--- config.mk ---
export PLATFORM = sky130hd
export DESIGN_NAME = exec_alu_stage
export DESIGN_NICKNAME = d
export VERILOG_FILES = /design/src/rtl/exec_alu_stage_pkg.sv /design/src/rtl/exec_alu_stage_iter_shifter.sv /design/src/rtl/exec_alu_stage.sv
export SDC_FILE = /design/constraint.sdc
export NUM_CORES = 1
export LEC_CHECK = 0
export CORE_UTILIZATION = 60
export CTS_CLUSTER_DIAMETER = 50
export DETAILED_ROUTE_END_ITERATION = 7
export PLACE_DENSITY = 0.85
export SLEW_MARGIN = 25
export SYNTH_ARGS = -nofsm -noshare
export SYNTH_HDL_FRONTEND = slang
export SYNTH_SLANG_ARGS = --single-unit
--- constraint.sdc ---
create_clock -name clk -period 4.55 [get_ports clk]
set_input_delay 0.455 -clock clk [delete_from_list [all_inputs] [get_ports clk]]
set_output_delay 0.455 -clock clk [all_outputs]
set_load 0.005 [all_outputs]
--- src/rtl/exec_alu_stage_pkg.sv ---
// Shared definitions for the execute ALU stage: op codes, FSM encoding, width default.
package exec_alu_stage_pkg;

    localparam int XLEN_DEFAULT = 32;

    // Op codes shared with the R-type decoder.
    localparam logic [3:0] OP_ILLEGAL = 4'b0000;
    localparam logic [3:0] OP_ADD     = 4'b0001;
    localparam logic [3:0] OP_SUB     = 4'b0010;
    localparam logic [3:0] OP_SLL     = 4'b0011;
    localparam logic [3:0] OP_SLT     = 4'b0100;
    localparam logic [3:0] OP_SLTU    = 4'b0101;
    localparam logic [3:0] OP_XOR     = 4'b0110;
    localparam logic [3:0] OP_SRL     = 4'b0111;
    localparam logic [3:0] OP_SRA     = 4'b1000;
    localparam logic [3:0] OP_OR      = 4'b1001;
    localparam logic [3:0] OP_AND     = 4'b1010;

    typedef enum logic [0:0] {
        ST_IDLE  = 1'b0,
        ST_SHIFT = 1'b1
    } state_e;

    // True for the three shift op codes.
    function automatic logic is_shift_op(input logic [3:0] op);
        return (op == OP_SLL) || (op == OP_SRL) || (op == OP_SRA);
    endfunction

endpackage

--- src/rtl/exec_alu_stage_iter_shifter.sv ---
// Iterative 1-bit-per-cycle shifter: work register, down counter and done indication.
module exec_alu_stage_iter_shifter
    import exec_alu_stage_pkg::*;
#(
    parameter int XLEN = XLEN_DEFAULT,
    parameter int SHW  = $clog2(XLEN)
) (
    input  logic            clk,
    input  logic            rst_n,
    input  logic            i_start,
    input  logic [3:0]      i_op,
    input  logic [XLEN-1:0] i_value,
    input  logic [SHW-1:0]  i_amount,
    input  logic [4:0]      i_rd,
    output logic            o_busy,
    output logic            o_done,
    output logic [XLEN-1:0] o_value,
    output logic [4:0]      o_rd
);

    localparam logic [SHW-1:0] CNT_ONE = {{(SHW-1){1'b0}}, 1'b1};

    state_e          r_state;
    state_e          w_state_nxt;
    logic [XLEN-1:0] r_work;
    logic [SHW-1:0]  r_cnt;
    logic [3:0]      r_op;
    logic [4:0]      r_rd;
    logic [XLEN-1:0] w_shifted;
    logic            w_done;

    // One-bit shift of the work register according to the held op.
    always_comb begin
        w_shifted = r_work;
        case (r_op)
            OP_SLL:  w_shifted = {r_work[XLEN-2:0], 1'b0};
            OP_SRL:  w_shifted = {1'b0, r_work[XLEN-1:1]};
            OP_SRA:  w_shifted = {r_work[XLEN-1], r_work[XLEN-1:1]};
            default: w_shifted = r_work;
        endcase
    end

    // State register.
    always_ff @(posedge clk or negedge rst_n) begin
        if (!rst_n) begin
            r_state <= ST_IDLE;
        end else begin
            r_state <= w_state_nxt;
        end
    end

    // Next state; done fires in the cycle the counter steps from 1 to 0.
    always_comb begin
        w_state_nxt = r_state;
        w_done      = 1'b0;
        case (r_state)
            ST_IDLE: begin
                if (i_start) begin
                    w_state_nxt = ST_SHIFT;
                end else begin
                    w_state_nxt = ST_IDLE;
                end
            end
            ST_SHIFT: begin
                if (r_cnt == CNT_ONE) begin
                    w_done      = 1'b1;
                    w_state_nxt = ST_IDLE;
                end else begin
                    w_state_nxt = ST_SHIFT;
                end
            end
            default: w_state_nxt = ST_IDLE;
        endcase
    end

    // Work register, counter and holding registers.
    always_ff @(posedge clk or negedge rst_n) begin
        if (!rst_n) begin
            r_work <= {XLEN{1'b0}};
            r_cnt  <= {SHW{1'b0}};
            r_op   <= OP_ILLEGAL;
            r_rd   <= 5'd0;
        end else if ((r_state == ST_IDLE) && i_start) begin
            r_work <= i_value;
            r_cnt  <= i_amount;
            r_op   <= i_op;
            r_rd   <= i_rd;
        end else if (r_state == ST_SHIFT) begin
            r_work <= w_shifted;
            r_cnt  <= r_cnt - CNT_ONE;
        end else begin
            r_work <= r_work;
            r_cnt  <= r_cnt;
        end
    end

    assign o_busy  = (r_state == ST_SHIFT);
    assign o_done  = w_done;
    assign o_value = w_shifted;
    assign o_rd    = r_rd;

endmodule

--- src/rtl/exec_alu_stage.sv ---
// Execute stage: single-cycle ALU, optional iterative shifter, registered result with valid/ready.
module exec_alu_stage
    import exec_alu_stage_pkg::*;
#(
    parameter int XLEN       = XLEN_DEFAULT,
    parameter bit FAST_SHIFT = 1'b0
) (
    input  logic            clk,
    input  logic            rst_n,
    input  logic            in_valid,
    output logic            in_ready,
    input  logic [3:0]      in_op,
    input  logic [XLEN-1:0] in_rs1,
    input  logic [XLEN-1:0] in_rs2,
    input  logic [4:0]      in_rd,
    output logic            out_valid,
    input  logic            out_ready,
    output logic [XLEN-1:0] out_result,
    output logic [4:0]      out_rd,
    output logic            out_illegal
);

    localparam int SHW = $clog2(XLEN);

    logic            r_valid;
    logic [XLEN-1:0] r_result;
    logic [4:0]      r_rd;
    logic            r_illegal;

    logic [SHW-1:0]  w_shamt;
    logic            w_accept;
    logic            w_start_iter;
    logic [XLEN-1:0] w_alu_result;
    logic            w_alu_illegal;
    logic            w_sh_busy;
    logic            w_sh_done;
    logic [XLEN-1:0] w_sh_value;
    logic [4:0]      w_sh_rd;

    assign w_shamt      = in_rs2[SHW-1:0];
    assign in_ready     = rst_n && !w_sh_busy && (!r_valid || out_ready);
    assign w_accept     = in_valid && in_ready;
    assign w_start_iter = w_accept && !FAST_SHIFT && is_shift_op(in_op)
                          && (w_shamt != {SHW{1'b0}});

    // Combinational ALU; slow-shift builds only ever see amount 0 here.
    always_comb begin
        w_alu_result  = {XLEN{1'b0}};
        w_alu_illegal = 1'b0;
        case (in_op)
            OP_ADD:  w_alu_result = in_rs1 + in_rs2;
            OP_SUB:  w_alu_result = in_rs1 - in_rs2;
            OP_SLT:  w_alu_result = {{(XLEN-1){1'b0}}, ($signed(in_rs1) < $signed(in_rs2))};
            OP_SLTU: w_alu_result = {{(XLEN-1){1'b0}}, (in_rs1 < in_rs2)};
            OP_XOR:  w_alu_result = in_rs1 ^ in_rs2;
            OP_OR:   w_alu_result = in_rs1 | in_rs2;
            OP_AND:  w_alu_result = in_rs1 & in_rs2;
            OP_SLL: begin
                if (FAST_SHIFT) w_alu_result = in_rs1 << w_shamt;
                else            w_alu_result = in_rs1;
            end
            OP_SRL: begin
                if (FAST_SHIFT) w_alu_result = in_rs1 >> w_shamt;
                else            w_alu_result = in_rs1;
            end
            OP_SRA: begin
                if (FAST_SHIFT) w_alu_result = $unsigned($signed(in_rs1) >>> w_shamt);
                else            w_alu_result = in_rs1;
            end
            default: w_alu_illegal = 1'b1;
        endcase
    end

    exec_alu_stage_iter_shifter #(
        .XLEN (XLEN),
        .SHW  (SHW)
    ) u_iter_shifter (
        .clk      (clk),
        .rst_n    (rst_n),
        .i_start  (w_start_iter),
        .i_op     (in_op),
        .i_value  (in_rs1),
        .i_amount (w_shamt),
        .i_rd     (in_rd),
        .o_busy   (w_sh_busy),
        .o_done   (w_sh_done),
        .o_value  (w_sh_value),
        .o_rd     (w_sh_rd)
    );

    // Output register: load on a single-cycle accept or shifter completion, clear on consume.
    always_ff @(posedge clk or negedge rst_n) begin
        if (!rst_n) begin
            r_valid   <= 1'b0;
            r_result  <= {XLEN{1'b0}};
            r_rd      <= 5'd0;
            r_illegal <= 1'b0;
        end else if (w_accept && !w_start_iter) begin
            r_valid   <= 1'b1;
            r_result  <= w_alu_result;
            r_rd      <= in_rd;
            r_illegal <= w_alu_illegal;
        end else if (w_sh_done) begin
            r_valid   <= 1'b1;
            r_result  <= w_sh_value;
            r_rd      <= w_sh_rd;
            r_illegal <= 1'b0;
        end else if (out_ready) begin
            r_valid   <= 1'b0;
        end else begin
            r_valid   <= r_valid;
        end
    end

    assign out_valid   = r_valid;
    assign out_result  = r_result;
    assign out_rd      = r_rd;
    assign out_illegal = r_illegal;

endmodule

After elaboration in Yosys (flattened, before gate mapping)
Cells that the tools add are included.
Widths: inputs -> output; s select.
{"block": "totals", "wordCells": 72, "input_bits": 77, "regBits": 86, "out_inout_bits": 40}
{"block": "classes", "n_lt_le_gt_ge": 2, "bitwise": 4, "eq_ne": 14, "mux": 21, "reduce_logical": 19, "add_sub_neg": 3}
{"cell": "$pmux 32 s8", "n": 1}
{"cell": "$mux 32", "n": 4}
{"cell": "$pmux 32 s3", "n": 1}
{"cell": "$lt 32x32->1", "n": 2}
{"cell": "$add 32x32->32", "n": 1}
{"cell": "$and 32x32->32", "n": 1}
{"cell": "$or 32x32->32", "n": 1}
{"cell": "$sub 32x32->32", "n": 1}
{"cell": "$xor 32x32->32", "n": 1}
{"cell": "$eq 4x3->1 const B", "n": 5}
{"cell": "$mux 5", "n": 4}
{"cell": "$eq 4x4->1 const B", "n": 4}
{"cell": "$eq 4x2->1 const B", "n": 3}
{"cell": "$mux 1", "n": 10}
{"cell": "$reduce_or 10->1", "n": 1}
{"cell": "$logic_and 1x1->1", "n": 7}
{"cell": "$eq 5x1->1 const B", "n": 1}
{"cell": "$reduce_bool 5->1", "n": 1}
{"cell": "$sub 5x1->5 const B", "n": 1}
{"cell": "$eq 4x1->1 const B", "n": 1}
{"cell": "$reduce_bool 2->1", "n": 2}
{"cell": "$logic_not 1->1", "n": 3}
{"cell": "$logic_or 1x1->1", "n": 3}
{"cell": "$reduce_bool 3->1", "n": 1}
{"cell": "3 further kinds", "n": 3}

Logic depth before layout (Yosys ltp)
Gate-level depths: netlist of the first run.
{"block": "depth", "ltp_word": 9, "mapped_depth": 12, "mapped_depth_nobuf": 12}

Cells and area by module
From an unflattened synthesis of the first run, not the netlist that was laid out.
{"block": "unflattened", "hier_cells": 1298, "hier_area_um2": 10206.0}
{"module": "exec_alu_stage", "cells_per_inst": 946, "instances": 1, "seq_area_each_um2": 975.9, "area_each_um2": 6812.8}
{"module": "exec_alu_stage_iter_shifter", "cells_per_inst": 352, "instances": 1, "seq_area_each_um2": 1176.1, "area_each_um2": 3393.3}

Worst setup path after synthesis of the first run
No wires, ideal clock.
{"block": "synth_timing", "path_kind": "input -> register", "start": "in in_rs1[0]", "end": "reg r_result[10], in the netlist out_result[10]", "path_slack_ns": 1.579, "arrival_ns": 2.837, "path_stages": 12, "required_time_ns": 4.416, "path_buffers": 0, "cell_sequence": "inv_1 -> ha_1 -> inv_1 -> fa_1 -> nor2b_1 -> o21ai_1 -> a21oi_1 -> o41a_1 -> a2111oi_0 -> o311ai_1 -> a2111oi_1 -> nor3_1"}
{"block": "synth_between", "elab_chain_len": 3}
{"element": "start: declaration", "line_no": "exec_alu_stage.sv:13", "source": "input logic [XLEN-1:0] in_rs1,"}
{"element": "$sub 32x32->32 / $add 32x32->32 (equally long branches)", "line_no": "exec_alu_stage.sv:52, exec_alu_stage.sv:51"}
{"element": "$pmux 32 s8 (*)", "line_no": "exec_alu_stage.sv:50", "source": "case (in_op)"}
{"element": "$mux 32 (*)", "line_no": "exec_alu_stage.sv:98", "source": "end else if (w_accept && !w_start_iter) begin"}
{"element": "end signal: assignment", "line_no": "exec_alu_stage.sv:95", "source": "r_result <= {XLEN{1'b0}};"}
{"element": "end signal: assignment", "line_no": "exec_alu_stage.sv:100", "source": "r_result <= w_alu_result;"}
{"element": "end signal: assignment", "line_no": "exec_alu_stage.sv:105", "source": "r_result <= w_sh_value;"}
{"element": "end: declaration", "line_no": "exec_alu_stage.sv:26", "source": "logic [XLEN-1:0] r_result;"}
Every way passes the cells marked *; elsewhere a longest branch is shown, timed or not.
A chain may end at the register's enable or synchronous reset.

Final worst setup path of the first run
{"block": "layout_timing", "start": "in in_rs1[10]", "end": "reg r_result[0], in the netlist out_result[0]"}
{"block": "layout_between", "elab_chain_len": 3}
{"element": "$lt 32x32->1, on equally long branches", "line_no": "exec_alu_stage.sv:54, exec_alu_stage.sv:53"}
{"element": "$pmux 32 s8 (*)", "line_no": "exec_alu_stage.sv:50"}
{"element": "$mux 32 (*)", "line_no": "exec_alu_stage.sv:98"}
Marks and branches as above.

==> results.cfg, run 1 <==
[clock_network]
post_cts_buffers = 0
cts.sinks = 86
cts_max_path_buffers = 2
cts-root-buf = clkbuf_16
h-tree-depth = 3
clock_latency_ns = 0.36
postCtsHoldBufs = 0
cts_buffers = 9
cts_tree = built
post_cts_resized = 0
clk_pin_slew_worst_paths_ns = 0.08

[pwr]
switching_share = 0.4590
intPower_mw = 2.516
net-switching-power_mw = 2.134
p_leak_nw = 5.091
pwr-share-seq = 0.301
power.share.clock = 0.170
vdd_drop_max_uv = 392.7
p_comb_frac = 0.529
powerDensity_nw_per_um2 = 407.0

[global_routing]
grt_max_degree = 65
gr-usage-met3 = 0.1412
use_met2 = 0.7698
groute.usage.overall = 0.4935
grt_overflow = 0
grt_pass1_wl_mm = 61.71
antenna_found_initial = 1
first_global_vias = 11079
gr-usage-met1 = 0.5755
busiest_layer = met2

[cells_and_area]
stdcell_count = 1586
nNetsFinal = 1548
final_cell_mix = nand2_1, clkdlybuf4s50_1, a21oi_1, ha_1, nor2_1
fill_cells = 1350
area_delta_synth_final_pct = 17.40
fin_util = 0.7192
drive_gt1_frac = 0.07085
final_common_cell = nand2_1

[synthesis]
syn_area_per_cell_um2 = 7.562
synthArstFlopShare = 1.000
synth_enable_flop_cells = 0
synth_ff_type = dfrtp_1
yosys_warnings = 0
synth_area_um2 = 9732
synth_nets = 1471
synth_seq_cells = 86
postSynthCellCount = 1287
synth.yosys.seq_area_share = 0.2211
synthDistinctLibCells = 98

[die]
row_count = 46
dieArea_um2 = 16730
die_h_um = 129.4
start_util = 0.6126
design.core.area_um2 = 15890
io_pins = 117
die_x_um = 129.4

[detailed_routing]
ant_nets = 0
totalWireLength_mm = 40.19
route.detailed.drc = 0
drtPass1Iterations = 7
wire_per_inst_um = 25.34
vias = 11363
vias_per_cell = 7.165
drt_iter0_drc = 1855

[status]
status = finished clean

[critical_path]
crit_required_ns = 4.79
regToRegEndpoint = out_result[27]
end_kind = flop
reg2reg_slack_ns = 1.23
worst-path-max-fanout = 13
crit_path_start_kind = primary input
r2r-start = u_iter_shifter.r_op[2]
worstSetupPathType = primary input to flop
reg2reg_depth = 8
cp.arrival_ns = 3.98

[sta]
grt_setup_unrepaired = false
finClkSkew_ns = 0.009622
hold_viol_final = 0
slew_headroom = 0.3434
worst_slack_ns = 0.8185
setup-violations-final = 0
finalCritPeriodShare = 0.8201
fin_tns_setup_ns = 0
worst_pin_slew_ns = 0.9849
drv_slew = 0
finalCriticalPeriod_ns = 3.732
clock.fmax_mhz = 268.0

[hold_path]
hold_path_class = primary input to asynchronous set/reset pin

[flow_run]
drv_cap = 0

[place]
place.port_buffers = 116
hpwl_mm = 29.32
gp_congestion = 1.037
dp_slack_ns = 0.5098
placed_cells = 1569
-- kinds of logic after synthesis --
logic type / synth area share
compound gates: 0.3455
mux: 0.01054
flops: 0.2211
fa+ha+maj: 0.1391
buf+inv: 0.07663
xor+xnor: 0.008100
simple gates: 0.1990
-- state kept, by name, summed over array words and instances, names as in the netlist --
signal,cells
u_iter_shifter.o_busy,1
out_illegal,1
out_valid,1
u_iter_shifter.r_op,4
out_rd,5
out_result,32
u_iter_shifter.r_work,32
u_iter_shifter.r_cnt,5
u_iter_shifter.o_rd,5
-- how the worst max path moves through the flow --
| stage | start | endpoint | depth (start not counted) |
|---|---|---|---|
| floorplan | in_rs1[0] | out_result[10] | 12 |
| global placement | in_rs2[0] | out_result[10] | 12 |
| detailed placement | in_rs1[10] | out_result[0] | 11 |
| CTS | in_rs1[10] | out_result[0] | 11 |
| global route | in_rs1[10] | out_result[0] | 11 |
| finish | in_rs1[10] | out_result[0] | 11 |
-- worst max-delay path, cell delays in order --
cell and delay (ns):
clkdlybuf4s50_1 0.57, inv_1 0.08, ha_1 0.48, nor4_2 0.44, o21ai_1 0.16, a311oi_2 0.43
nor4_2 0.15, o211ai_1 0.52, a21oi_1 0.25, o41ai_1 0.33, a21oi_1 0.11
-- cell usage after synthesis, types with 11 or more instances --
library cell	instances	area [um^2]
a211oi_1	13	97.59
a21o_1	14	105.1
a21oi_1	108	540.5
a221o_1	14	140.1
a221oi_1	24	210.2
a222oi_1	22	220.2
a22oi_1	27	202.7
a31oi_1	11	68.82
buf_2	14	70.07
clkbuf_1	68	255.2
dfrtp_1	86	2152
ha_1	105	1314
inv_1	96	360.4
nand2_1	180	675.7
nand3_1	18	90.09
nor2_1	105	394.1
nor3_1	25	125.1
o211ai_1	13	97.59
o21ai_0	62	310.3
o221ai_1	33	289.0
o22ai_1	16	100.1
o31ai_1	12	90.09
-- power by group through the flow --
stage	clock, mW	combinational, mW	sequential (mW)
global placement	0	2.30	1.38
floorplan	0	1.37	1.31
global route	0.813	2.62	1.42
finish	0.792	2.46	1.40
detailed placement	0	2.36	1.39
CTS	0.783	2.37	1.38
-- layer usage --
layer  share of wire  wire [um]
met5               0          0
met4           0.084       3382
met3            0.13       5041
met2            0.44      17620
met1            0.35      14140
-- stage by stage --
step           power, mW  hold WS [ns]  area (um^2)
6_report           4.650       0.01451        11420
5_1_grt            4.856       0.03792        11420
4_1_cts            4.527       0.02359        11420
3_5_place_dp       3.743        0.3999        11120
3_3_place_gp       3.678        0.3946        11120
2_1_floorplan      2.683        0.1594         9732
-- layout make-up --
type	instances	area [um^2]	area share
repair buffers	156	1459	0.1277
multi-input cells	1012	6868	0.6011
clock inverters	7	76.32	0.006681
inverters	99	371.6	0.03253
clock buffers	9	225.2	0.01971
well taps	216	270.3	0.02366
diodes	1	2.502	0.0002190
flip-flops and latches	86	2152	0.1884
Note: power is estimated with default switching activity, not from simulation.
==> run 2: changes to the inputs <==
--- a/config.mk
+++ b/config.mk
@@ -5,10 +5,10 @@
 export SDC_FILE = /design/constraint.sdc
 export NUM_CORES = 1
 export LEC_CHECK = 0
-export CORE_UTILIZATION = 60
+export CORE_UTILIZATION = 53
 export CTS_CLUSTER_DIAMETER = 50
 export DETAILED_ROUTE_END_ITERATION = 7
-export PLACE_DENSITY = 0.85
+export PLACE_DENSITY = 0.79
 export SLEW_MARGIN = 25
 export SYNTH_ARGS = -nofsm -noshare
 export SYNTH_HDL_FRONTEND = slang
==> constraint.sdc (replaced) <==
create_clock -name clk -period 3.3 [get_ports clk]
set_input_delay 0.33 -clock clk [delete_from_list [all_inputs] [get_ports clk]]
set_output_delay 0.33 -clock clk [all_outputs]
set_load 0.005 [all_outputs]
==> run 2 against run 1 <==
Compared with the run above: global-route usage fell by 4.2 points; sequential power grew 37%; worst hold slack better by 0.043 ns; power up 43%; clock power grew 38%; sequential share of layout area shrank 2.3 points; flip-flop and latch count unchanged; cell count increased by 13%; core utilization increased by 0.41 points; cell area is 14% higher; count of clock-buffer cells in the layout unchanged; setup slack got worse by 0.70 ns; critical path type unchanged.
==> results.cfg, run 2 (synthesis results as in run 1) <==
[sta]
worst_pin_slew_ns = 0.8172
holdWs_ns = 0.05742
finalCritPeriodShare = 0.9638
fin_tns_setup_ns = 0
setup-violations-final = 0
drv_slew = 0
finClkSkew_ns = 0.01066
clock.fmax_mhz = 314.4
hold_viol_final = 0
slew_headroom = 0.4552
finalCriticalPeriod_ns = 3.181

[critical_path]
crit_required_ns = 3.59
crit_path_start_kind = primary input
worst-path-max-fanout = 3
cp.arrival_ns = 3.48
reg2reg_slack_ns = 0.52
startpoint = in_rs1[0]
reg2reg_depth = 8
r2r-start = u_iter_shifter.r_op[2]
regToRegEndpoint = out_result[27]
worstSetupPathType = primary input to flop
end_kind = flop

[pwr]
powerDensity_nw_per_um2 = 510.5
p_leak_nw = 6.052
vdd_drop_max_uv = 574.7
total_power_mw = 6.632

[global_routing]
antenna_found_initial = 0
grt_max_degree = 51
first_global_vias = 11538
grt_pass1_wl_mm = 63.78
grt_overflow = 0
groute.usage.overall = 0.4515

[clock_network]
clock_latency_ns = 0.36
cts_buffers = 9
cts_max_path_buffers = 2
cts_tree = built
cts-root-buf = clkbuf_16
h-tree-depth = 3
clk_pin_slew_worst_paths_ns = 0.08
cts.sinks = 86

[cells_and_area]
antennaDiodeCount = 0
final_common_cell = buf_4
stdcell_count = 1793
fill_cells = 1438
fin_util = 0.7233
final_cell_mix = buf_4, nand2_1, clkdlybuf4s50_1, a21oi_1, ha_1
nNetsFinal = 1743
area_delta_synth_final_pct = 33.51
drive_gt1_frac = 0.1918

[place]
placed_cells = 1776
hpwl_mm = 31.78
place.port_buffers = 116
gp_congestion = 1.024

[detailed_routing]
ant_nets = 0
wire_per_inst_um = 23.50
vias = 12007
totalWireLength_mm = 42.13
vias_per_cell = 6.697
drtPass1Iterations = 7
drt_iter0_drc = 1548
route.detailed.drc = 0

[die]
die_h_um = 137.5
row_count = 49
design.core.area_um2 = 17960
die_x_um = 137.5
start_util = 0.5418
dieArea_um2 = 18910
io_pins = 117

[flow_run]
drv_cap = 0

[status]
status = finished clean

[hold_path]
hold_path_class = primary input to asynchronous set/reset pin
## run 2: changes by cell type in the layout (fill, tap and decap cells not counted), moves of 2 or more
cell,previous run,this run
ha_2,0,2
ha_1,105,102
buf_4,41,234
buf_12,0,2
inv_8,3,0
inv_6,0,2
## run 2: cell type report
cell class	instances	area, um^2	area share
Sequential cell	86	2152	0.1656
Clock inverter	7	81.33	0.006260
Multi-Input combinational cell	1012	6928	0.5332
Timing Repair Buffer	351	2948	0.2269
Tap cell	229	286.5	0.02205
Inverter	99	371.6	0.02860
Clock buffer	9	225.2	0.01733
## run 2: what timing repair did
action,in CTS,in global routing
resized for setup,0,12
setup endpoints to repair,0,7
setup buffers,0,1
hold buffers,0,0
## run 2: critical path: stages
cell and delay, ns:
clkdlybuf4s50_1 0.51, buf_4 0.14, ha_1 0.21, fa_2 0.25
a21oi_2 0.07, nand3b_1 0.23, buf_4 0.18, a21o_1 0.21
a31o_1 0.27, a2111o_1 0.46, a211oi_1 0.26, nor4b_1 0.09
buf_4 0.15, a21oi_1 0.12
## run 2: routing by layer
metal / vias up / GRT usage / part of all wire
met4: 0 / 0.3120 / 0.076
li1: 5318 / - / -
met3: 218 / 0.09713 / 0.11
met5: - / 0 / 0
met1: 5586 / 0.5357 / 0.36
met2: 885 / 0.7272 / 0.45
## run 2: how the worst max path moves through the flow
stage                     endpoint  slack [ns]  depth (start not counted)
floorplan           out_result[10]        0.45                         12
detailed placement  out_result[10]       -0.25                         12
finish              out_result[24]        0.12                         14
global placement    out_result[27]       -0.23                         13
global route        out_result[12]       -0.02                         13
CTS                 out_result[10]        0.10                         12
## run 2: where the power goes
group | internal [mW] | switching [mW] | total [mW]
clock | 0.597 | 0.489 | 1.09
sequential | 1.51 | 0.417 | 1.92
combinational | 1.64 | 1.98 | 3.62
total | 3.75 | 2.88 | 6.63
## run 2: stage by stage
| stage | setup WS [ns] | area, um^2 |
|---|---|---|
| after global routing | -0.01548 | 12990 |
| after global placement | -0.2273 | 12620 |
| after CTS | 0.1035 | 12920 |
| final | 0.1194 | 12990 |
| after floorplan | 0.4538 | 9732 |
| after detailed placement | -0.2537 | 12620 |
==> run 3: changes to the inputs <==
--- a/config.mk
+++ b/config.mk
@@ -5,11 +5,10 @@
 export SDC_FILE = /design/constraint.sdc
 export NUM_CORES = 1
 export LEC_CHECK = 0
-export CORE_UTILIZATION = 53
+export CORE_UTILIZATION = 60
 export CTS_CLUSTER_DIAMETER = 50
 export DETAILED_ROUTE_END_ITERATION = 7
-export PLACE_DENSITY = 0.79
-export SLEW_MARGIN = 25
+export PLACE_DENSITY = 0.85
 export SYNTH_ARGS = -nofsm -noshare
 export SYNTH_HDL_FRONTEND = slang
 export SYNTH_SLANG_ARGS = --single-unit
==> constraint.sdc (replaced) <==
create_clock -name clk -period 4.1 [get_ports clk]
set_input_delay 0.41 -clock clk [delete_from_list [all_inputs] [get_ports clk]]
set_output_delay 0.41 -clock clk [all_outputs]
set_load 0.005 [all_outputs]
==> run 3 against run 2 <==
Compared with the run above: flip-flop and latch count is the same; the flow now finishes with violations (DRC); clock skew about the same; first-iteration DRC count is 19% higher; cell count is 11% lower; global-route usage increased by 4.5 points; critical path depth decreased by 3; register-to-register slack better by 0.62 ns.
==> results.cfg, run 3 (synthesis results as in run 1) <==
[critical_path]
reg2reg_depth = 10
end_kind = flop
worstSetupPathType = primary input to flop
reg2reg_slack_ns = 1.14
slowest_stage = o211ai_1
slowest_delay_ns = 0.63
path_cells = clkdlybuf4s50_1 > inv_1 > ha_1 > or3b_1 > a311o_1 > a21boi_1 > a21oi_4 > o211ai_1 > a31o_1 > mux2i_1 > o31a_1
worst-path-max-fanout = 12
crit_required_ns = 4.35
regToRegEndpoint = out_result[27]
crit_path_start_kind = primary input
startpoint = in_rs1[9]
cp.arrival_ns = 3.86
r2r-start = u_iter_shifter.o_busy

[die]
dieArea_um2 = 16730
die_x_um = 129.4
die_h_um = 129.4
design.core.area_um2 = 15890
start_util = 0.6126
io_pins = 117
row_count = 46

[pwr]
p_leak_nw = 5.174
net-switching-power_mw = 2.367
pwr-share-seq = 0.297
switching_share = 0.4479
power.share.clock = 0.185
p_comb_frac = 0.518
powerDensity_nw_per_um2 = 456.8
vdd_drop_max_uv = 456.8
intPower_mw = 2.918

[global_routing]
grt_max_degree = 64
groute.usage.overall = 0.4967
antenna_found_initial = 1
first_global_vias = 11105
grt_pass1_wl_mm = 61.75
grt_overflow = 0

[detailed_routing]
route.detailed.drc = 1
totalWireLength_mm = 40.74
vias_per_cell = 7.248
ant_nets = 0
wire_per_inst_um = 25.48
vias = 11589
drt_iter0_drc = 1836
drtPass1Iterations = 8

[hold_path]
holdPathEnd = out_rd[1]
hold_path_class = flop to flop
min_from = out_rd[1]
min_path_cells = 2

[clock_network]
cts_buffers = 9
cts-root-buf = clkbuf_16
clk_pin_slew_worst_paths_ns = 0.08
post_cts_buffers = 0
clock_latency_ns = 0.36
cts_max_path_buffers = 2
cts_tree = built
cts.sinks = 86
h-tree-depth = 3

[sta]
grt_setup_unrepaired = false
clock.fmax_mhz = 276.8
finClkSkew_ns = 0.01026
finalCriticalPeriod_ns = 3.613
slew_headroom = 0.3339
fin_tns_setup_ns = 0
drv_slew = 0
finalCritPeriodShare = 0.8812
worst_slack_ns = 0.4870
holdWs_ns = 0.4812
setup-violations-final = 0
hold_viol_final = 0
worst_pin_slew_ns = 0.9991

[cells_and_area]
seq_area_um2 = 2152
final_cell_mix = nand2_1, clkdlybuf4s50_1, a21oi_1, ha_1, nor2_1
final_common_cell = nand2_1
area_delta_synth_final_pct = 18.91
fin_area_um2 = 11570
nNetsFinal = 1561
drive_gt1_frac = 0.07959
multi_input_area_um2 = 6874
fill_cells = 1308
stdcell_count = 1599

[place]
gp_congestion = 1.050
placed_area_um2 = 11220
hpwl_mm = 29.49
place.port_buffers = 116
dp_slack_ns = 0.2272
placed_cells = 1581

[status]
violations = DRC
status = complete, but fails checks

[flow_run]
drv_cap = 0
[run 3: cell types whose count changed in the layout (fill, tap and decap cells not counted), sizes merged]
cell | before | now
buf | 236 | 53
bufinv | 1 | 2
clkinv | 4 | 3
clkinvlp | 1 | 0
diode | 0 | 1
dlygate4sd3 | 0 | 1
inv | 100 | 101
[run 3: per-layer routing]
layer  routed length (um)  global-route usage  vias up  share of wire
li1                     -                   -     4960              -
met1                14000              0.5586     5319           0.34
met2                17600              0.7663     1016           0.43
met3                 5446              0.1664      294           0.13
met4                 3687              0.4111        0          0.090
met5                    0                   0        -              0
[run 3: power by group through the flow]
| stage | Combinational [mW] | Sequential, mW | Clock [mW] |
|---|---|---|---|
| 2_1_floorplan | 1.52 | 1.45 | 0 |
| 3_3_place_gp | 2.56 | 1.53 | 0 |
| 3_5_place_dp | 2.62 | 1.55 | 0 |
| 4_1_cts | 2.64 | 1.53 | 0.967 |
| 5_1_grt | 2.93 | 1.60 | 0.995 |
| 6_report | 2.74 | 1.57 | 0.979 |
[run 3: how the worst max path moves through the flow]
stage | to | slack [ns] | cells after the start
final | out_result[31] | 0.49 | 11
after global routing | out_result[10] | 0.27 | 13
after floorplan | out_result[10] | 1.17 | 12
after global placement | out_result[10] | 0.31 | 11
after detailed placement | out_result[10] | 0.23 | 13
after CTS | out_result[10] | 0.61 | 13
[run 3: stage by stage]
stage	power, mW	util
2_1_floorplan	2.977	-
3_3_place_gp	4.099	0.7065
3_5_place_dp	4.170	0.7065
4_1_cts	5.143	0.7279
5_1_grt	5.519	0.7283
6_report	5.286	0.7285
[run 3: cell type report]
class / instances / area share
multi-input cells: 1012 / 0.5940
flip-flops and latches: 86 / 0.1860
repair buffers: 169 / 0.1358
inverters: 99 / 0.03211
well taps: 216 / 0.02335
clock buffers: 9 / 0.01946
clock inverters: 7 / 0.009082
diodes: 1 / 0.0002162
[run 3: worst max-delay path, delay by kind of cell]
family	cells	cell delay (ns)
adder cells (fa/ha/maj)	1	0.52
AO/OA/AOI/OAI	6	1.83
buffers and inverters	2	0.62
AND/OR/NAND/NOR	1	0.39
multiplexers	1	0.08
[run 3: what timing repair did]
item | in CTS | in global routing
setup endpoints to repair | 0 | 1
endpoints found under the hold margin | 23 | 0
gates resized for setup | 0 | 1
hold buffers | 1 | 0
